[src/rtl/ahb_pkg.sv]
// Shared AHB-Lite encodings and default-slave FSM state type used by the interconnect.
package ahb_pkg;

  localparam logic [1:0] HtransIdle   = 2'b00;
  localparam logic [1:0] HtransBusy   = 2'b01;
  localparam logic [1:0] HtransNonseq = 2'b10;
  localparam logic [1:0] HtransSeq    = 2'b11;

  localparam logic HrespOkay  = 1'b0;
  localparam logic HrespError = 1'b1;

  localparam logic [2:0] HsizeByte = 3'b000;
  localparam logic [2:0] HsizeHalf = 3'b001;
  localparam logic [2:0] HsizeWord = 3'b010;

  localparam logic [2:0] HburstSingle = 3'b000;
  localparam logic [2:0] HburstIncr   = 3'b001;

  typedef enum logic [1:0] {
    DsIdle = 2'b00,
    DsErr1 = 2'b01,
    DsErr2 = 2'b10
  } ds_state_e;

endpackage

[src/rtl/ahb_default_slave.sv]
// Default slave: answers unmapped active transfers with the two-cycle AHB ERROR response.
module ahb_default_slave
  import ahb_pkg::*;
(
  input  logic clk,
  input  logic rst,
  input  logic start,
  output logic hready,
  output logic hresp,
  output logic err1
);

  ds_state_e state_q, state_d;

  always_ff @(posedge clk) begin
    if (rst) begin
      state_q <= DsIdle;
    end else begin
      state_q <= state_d;
    end
  end

  always_comb begin
    state_d = state_q;
    hready  = 1'b1;
    hresp   = HrespOkay;
    unique case (state_q)
      DsIdle: begin
        if (start) state_d = DsErr1;
      end
      DsErr1: begin
        hready  = 1'b0;
        hresp   = HrespError;
        state_d = DsErr2;
      end
      DsErr2: begin
        hresp   = HrespError;
        // A new unmapped transfer accepted here chains straight into another error.
        state_d = start ? DsErr1 : DsIdle;
      end
      default: state_d = DsIdle;
    endcase
  end

  assign err1 = (state_q == DsErr1);

endmodule

[src/rtl/ahb_lite_interconnect.sv]
// Single-master AHB-Lite interconnect: address decoder, data-phase response mux,
// built-in default slave and sticky first-error capture.
module ahb_lite_interconnect
  import ahb_pkg::*;
#(
  parameter int unsigned           NUM_S     = 3,
  parameter int unsigned           AW        = 32,
  parameter int unsigned           DW        = 32,
  parameter logic [NUM_S*AW-1:0]   BASE_ADDR = '0,
  parameter logic [NUM_S*AW-1:0]   ADDR_MASK = '0
) (
  input  logic                           HCLK,
  input  logic                           HRESET,
  input  logic [AW-1:0]                  M_HADDR,
  input  logic [1:0]                     M_HTRANS,
  input  logic                           M_HWRITE,
  input  logic [2:0]                     M_HSIZE,
  input  logic [2:0]                     M_HBURST,
  input  logic [3:0]                     M_HPROT,
  input  logic                           M_HMASTLOCK,
  input  logic [DW-1:0]                  M_HWDATA,
  output logic [NUM_S-1:0]               HSEL,
  output logic [AW-1:0]                  HADDR,
  output logic [1:0]                     HTRANS,
  output logic                           HWRITE,
  output logic [2:0]                     HSIZE,
  output logic [2:0]                     HBURST,
  output logic [3:0]                     HPROT,
  output logic                           HMASTLOCK,
  output logic [DW-1:0]                  HWDATA,
  input  logic [NUM_S*DW-1:0]            S_HRDATA,
  input  logic [NUM_S-1:0]               S_HREADYOUT,
  input  logic [NUM_S-1:0]               S_HRESP,
  output logic [DW-1:0]                  HRDATA,
  output logic                           HREADY,
  output logic                           HRESP,
  input  logic                           ERR_CLR,
  output logic                           ERR_VALID,
  output logic [AW-1:0]                  ERR_ADDR,
  output logic [$clog2(NUM_S+1)-1:0]     ERR_SRC
);

  localparam int unsigned SW = $clog2(NUM_S + 1);

  assign HADDR     = M_HADDR;
  assign HTRANS    = M_HTRANS;
  assign HWRITE    = M_HWRITE;
  assign HSIZE     = M_HSIZE;
  assign HBURST    = M_HBURST;
  assign HPROT     = M_HPROT;
  assign HMASTLOCK = M_HMASTLOCK;
  assign HWDATA    = M_HWDATA;

  logic [NUM_S-1:0] match;
  logic [DW-1:0]    rdata_arr [NUM_S];
  logic             hit;
  logic [SW-1:0]    win;

  for (genvar g = 0; g < NUM_S; g++) begin : g_dec
    assign match[g] = (M_HADDR & ADDR_MASK[g*AW +: AW]) ==
                      (BASE_ADDR[g*AW +: AW] & ADDR_MASK[g*AW +: AW]);
    assign rdata_arr[g] = S_HRDATA[g*DW +: DW];
    assign HSEL[g]      = hit && (win == SW'(g));
  end

  // Scan downwards so the lowest matching index wins on overlap.
  always_comb begin
    hit = 1'b0;
    win = '0;
    for (int i = int'(NUM_S) - 1; i >= 0; i--) begin
      if (match[i]) begin
        hit = 1'b1;
        win = SW'(i);
      end
    end
  end

  logic          dp_slv_q, dp_def_q;
  logic [SW-1:0] dp_idx_q;
  logic [AW-1:0] dp_addr_q;

  always_ff @(posedge HCLK) begin
    if (HRESET) begin
      dp_slv_q  <= 1'b0;
      dp_def_q  <= 1'b0;
      dp_idx_q  <= '0;
      dp_addr_q <= '0;
    end else if (HREADY) begin
      dp_slv_q  <= hit;
      dp_def_q  <= !hit && M_HTRANS[1];
      dp_idx_q  <= win;
      dp_addr_q <= M_HADDR;
    end
  end

  logic ds_hready, ds_hresp, ds_err1, ds_start;

  assign ds_start = HREADY && !hit && M_HTRANS[1];

  ahb_default_slave u_default_slave (
    .clk    (HCLK),
    .rst    (HRESET),
    .start  (ds_start),
    .hready (ds_hready),
    .hresp  (ds_hresp),
    .err1   (ds_err1)
  );

  always_comb begin
    HREADY = 1'b1;
    HRESP  = HrespOkay;
    HRDATA = '0;
    if (dp_def_q) begin
      HREADY = ds_hready;
      HRESP  = ds_hresp;
    end else if (dp_slv_q) begin
      for (int i = 0; i < int'(NUM_S); i++) begin
        if (dp_idx_q == SW'(i)) begin
          HREADY = S_HREADYOUT[i];
          HRESP  = S_HRESP[i];
          HRDATA = rdata_arr[i];
        end
      end
    end
  end

  // Both events mark the first cycle of a two-cycle ERROR response.
  logic          slv_err, err_event;
  logic [SW-1:0] err_src;

  assign slv_err   = dp_slv_q && HRESP && !HREADY;
  assign err_event = slv_err || ds_err1;
  assign err_src   = ds_err1 ? SW'(NUM_S) : dp_idx_q;

  always_ff @(posedge HCLK) begin
    if (HRESET) begin
      ERR_VALID <= 1'b0;
      ERR_ADDR  <= '0;
      ERR_SRC   <= '0;
    end else if (err_event && (!ERR_VALID || ERR_CLR)) begin
      ERR_VALID <= 1'b1;
      ERR_ADDR  <= dp_addr_q;
      ERR_SRC   <= err_src;
    end else if (ERR_CLR) begin
      ERR_VALID <= 1'b0;
    end
  end

endmodule

[config.mk]
export PLATFORM = sky130hd
export DESIGN_NAME = ahb_lite_interconnect
export DESIGN_NICKNAME = d
export VERILOG_FILES = /design/src/rtl/ahb_pkg.sv /design/src/rtl/ahb_default_slave.sv /design/src/rtl/ahb_lite_interconnect.sv
export SDC_FILE = /design/constraint.sdc
export NUM_CORES = 1
export LEC_CHECK = 0
export ABC_AREA = 1
export CAP_MARGIN = 25
export CORE_AREA = 2 2 128 130
export DETAILED_ROUTE_END_ITERATION = 8
export DIE_AREA = 0 0 130 132
export GPL_ROUTABILITY_DRIVEN = 0
export GPL_TIMING_DRIVEN = 0
export PLACE_DENSITY = 0.64
export RECOVER_POWER = 50
export SLEW_MARGIN = 20
export SYNTH_ARGS = -nofsm -noshare
export SYNTH_HDL_FRONTEND = slang
export SYNTH_SLANG_ARGS = --single-unit
export TNS_END_PERCENT = 5
[constraint.sdc]
create_clock -name HCLK -period 3.2 [get_ports HCLK]
set_input_delay 0.96 -clock HCLK [delete_from_list [all_inputs] [get_ports HCLK]]
set_output_delay 0.96 -clock HCLK [all_outputs]
set_load 0.02 [all_outputs]
After elaboration in Yosys (flattened, before gate mapping) --
Cells that the tools add are included.
Cells by class: equal/unequal tests 1, mux-type cells 7, reductions and logical operators 9
Operators with widths (number):
- $mux 32 | 1
- $mux 1 | 4
- $pmux 2 s2 | 1
- $logic_and 1x1->1 | 3
- $eq 2x1->1 const B | 1
- $logic_not 1->1 | 2
- $logic_not 2->1 | 1
- $logic_or 1x1->1 | 2
- $mux 2 | 1
- $reduce_bool 2->1 | 1
Word-level totals: bits in registers 70, input bits 183, output and inout port bits 150, logic and storage cells 23

Logic depth before layout (Yosys ltp) --
word-level depth 6, depth in mapped cells 7, gate-level depth less buffers 6

Cells and area by module --
A second synthesis with hierarchy kept.
Unflattened totals: cells, all modules 472, area total of the unflattened synthesis 3438.3 sq um
Modules (own cells, without submodules):
- ahb_lite_interconnect | instances 1, cells an instance 451, area an instance 3283.1 sq um
- ahb_default_slave | instances 1, cells an instance 21, area an instance 155.1 sq um

Worst setup path after synthesis --
No wires, ideal clock.
path kind input to output, start point in S_HRESP[0], end point out HRESP, arrival time 1.616 ns, data required time 2.240 ns, path slack 0.624 ns, cell stages on the path 4, path through buf_2 > buf_1 > nand2_1 > inv_1
On the way: word-level cells in the longest chain between the ends 1
RTL lines:
- from (decl) | RTL line ahb_lite_interconnect.sv:33 | input logic [NUM_S-1:0] S_HRESP,
- $mux 1 | RTL line ahb_lite_interconnect.sv:116 | end else if (dp_slv_q) begin
- to (decl) | RTL line ahb_lite_interconnect.sv:36 | output logic HRESP,
Every way passes these cells.

Final worst setup path --
start point in S_HRDATA[7], end point out HRDATA[7]
On the way: word-level cells in the longest chain between the ends 1
RTL lines:
- from (decl) | RTL line ahb_lite_interconnect.sv:31 | input logic [NUM_S*DW-1:0] S_HRDATA,
- $mux 32 | RTL line ahb_lite_interconnect.sv:116
- to (decl) | RTL line ahb_lite_interconnect.sv:34 | output logic [DW-1:0] HRDATA,
Every way passes these cells.

==> results.ini <==
[floorplan]
pin_count=333
core_um2=15710
die-area_um2=17160
die_h_um=132
die_w_um=130
fp-row-count=46
start_util=0.2266

[grt]
grt_max_degree=12
antenna_found_initial=0
grt_pass1_vias=3614
grtUsageTotal=0.1372
gr-total-overflow=0
grt_pass1_wl_um=18090

[logic_synthesis]
synth_compound_gate_area_share=0.1124
synthAdderAreaFrac=0
ys_ff_latch=66
synth_top_family_by_area=buffers and inverters
yosys.area_share.simple=0.2084
netlist_area_um2=3561
synth_cells=482
synthDistinctLibCells=20
seq_area_frac_synth=0.3710
synth_xor_area_frac=0
synthMuxAreaShare=0
avgSynthCellArea_um2=7.388
yosysWarnings=0

[pwr]
power_density_nw_per_um2=410.5
p_leak_uw=0.002930
power_uw=2562
ir_drop_mv=0.2497

[cts]
cts_tree=built
post_cts_buffers=0
root_buffer=clkbuf_16
cts_made_buffers=9
cts.htree.levels=3
cts_sinks=66
insertion_delay_ps=330
clockBufferDepth=2
clk_pin_slew_ps=50

[status]
status=completed

[timing]
worst_slew_pin_slew_ps=529.2
finalHoldViolCount=0
fin_crit_sh=0.9863
setup_viol=0
relSlewSlack=0.6472
timing.final.crit_period_ps=3156
fin_skew_ps=7.346
tns_ps=0
fmax_ghz=0.3169
maxSlewViolCount=0
rsz0062_at_grt=no

[critical_path]
path_max_fanout=1
worstPathArrival_ps=2200
crit_required_ps=2240
cp-end-kind=primary output
cp-start-kind=primary input
worst-setup-path-type=primary input to primary output

[route]
dr_total_vias=3626
ant_nets=0
vias_per_cell=3.903
wl_um=11910
post_drt_wl_per_cell_um=12.82
drtIter0Drc=111
drc_errors=0
first_pass_iters=4

[cells_and_area]
synthToLayoutAreaGrowth_pct=75.26
final_layout_size_suffix_gt1_frac=0.1907
num_antenna_cells=0
nets=891
final_cell_mix=clkdlybuf4s50_1 (169), buf_4 (90), inv_1 (69)
final_common_cell=clkdlybuf4s50_1

[placed_design]
port_buffers=212
dp_hpwl_um=9542

[flow_run]
drv_cap=0

[min_path]
holdCritPathClass=register to register

[worst paths after layout]
check	from	endpoint	slack [ps]	depth (start not counted)
min	dp_addr_q[20]	dp_addr_q[20]	450	2
min reg2reg	dp_addr_q[20]	dp_addr_q[20]	450	2
max reg2reg	ERR_VALID	ERR_ADDR[16]	1430	6
max	S_HRDATA[7]	HRDATA[7]	40	4
[flip-flops by register name, summed over array words and instances, names as in the netlist]
register,flops
dp_addr_q,32
ERR_ADDR,32
ERR_VALID,1
dp_slv_q,1
[logic make-up (layout without fill, tap and decap cells)]
group | after synthesis | in the layout
buf+inv | 184 | 412
simple gates | 165 | 165
flops | 66 | 66
compound gates | 65 | 65
other cells | 2 | 5
[routing by layer]
layer  part of all wire  wire length (um)  track usage
met5                  0                 0            0
met4              0.013               155      0.04301
met1               0.39              4663       0.1452
met2               0.51              6105       0.2516
met3              0.082               982      0.04748
[metrics by stage]
step,cells,setup WS [ps],area [um2],util,hold slack (ps)
floorplan,485,623.7,3572,-,429.7
global route,929,6.043,6241,0.3972,478.1
finish,929,43.97,6241,0.3972,452.8
detailed placement,913,-369.5,5964,0.3796,446.6
CTS,929,31.25,6269,0.3989,452.8
global placement,913,-348.8,5964,0.3796,438.3
[report_power, final]
part / total [uW] / internal [uW] / switching, uW / leakage (uW)
Sequential: 889 / 873 / 16.1 / 0.000545
Combinational: 674 / 346 / 328 / 0.00223
Clock: 998 / 641 / 358 / 0.000151
[synth_stat cells (all sizes together)]
master,number,share of area
nor2,66,0.076
o21ai,32,0.045
nand2,66,0.070
a21oi,33,0.067
buf,105,0.22
inv,70,0.074
nand3b,1,0.0056
nand4,32,0.056
conb,2,0.0021
clkbuf,9,0.0095
dfxtp,66,0.37
[final cells by class]
cell class,count,area [um2]
fillers,1677,9472
repair buffers,212,2122
flip-flops and latches,66,1321
multi-input cells,235,1151
plain buffers,114,805.8
well taps,216,270.3
inverters,70,265.3
clock buffers,11,252.7
clock inverters,5,52.55
[critical path, stage by stage]
cell             delay (ps)
clkdlybuf4s50_1         510
nand2_1                  60
inv_1                    60
clkdlybuf4s50_1         600
[repair_timing]
item,in CTS,in global routing
endpoints found under the setup margin,2,1
hold buffers,0,0
pin swaps,0,0
gates resized for setup,3,1
Power figures use the tool's default switching activity.
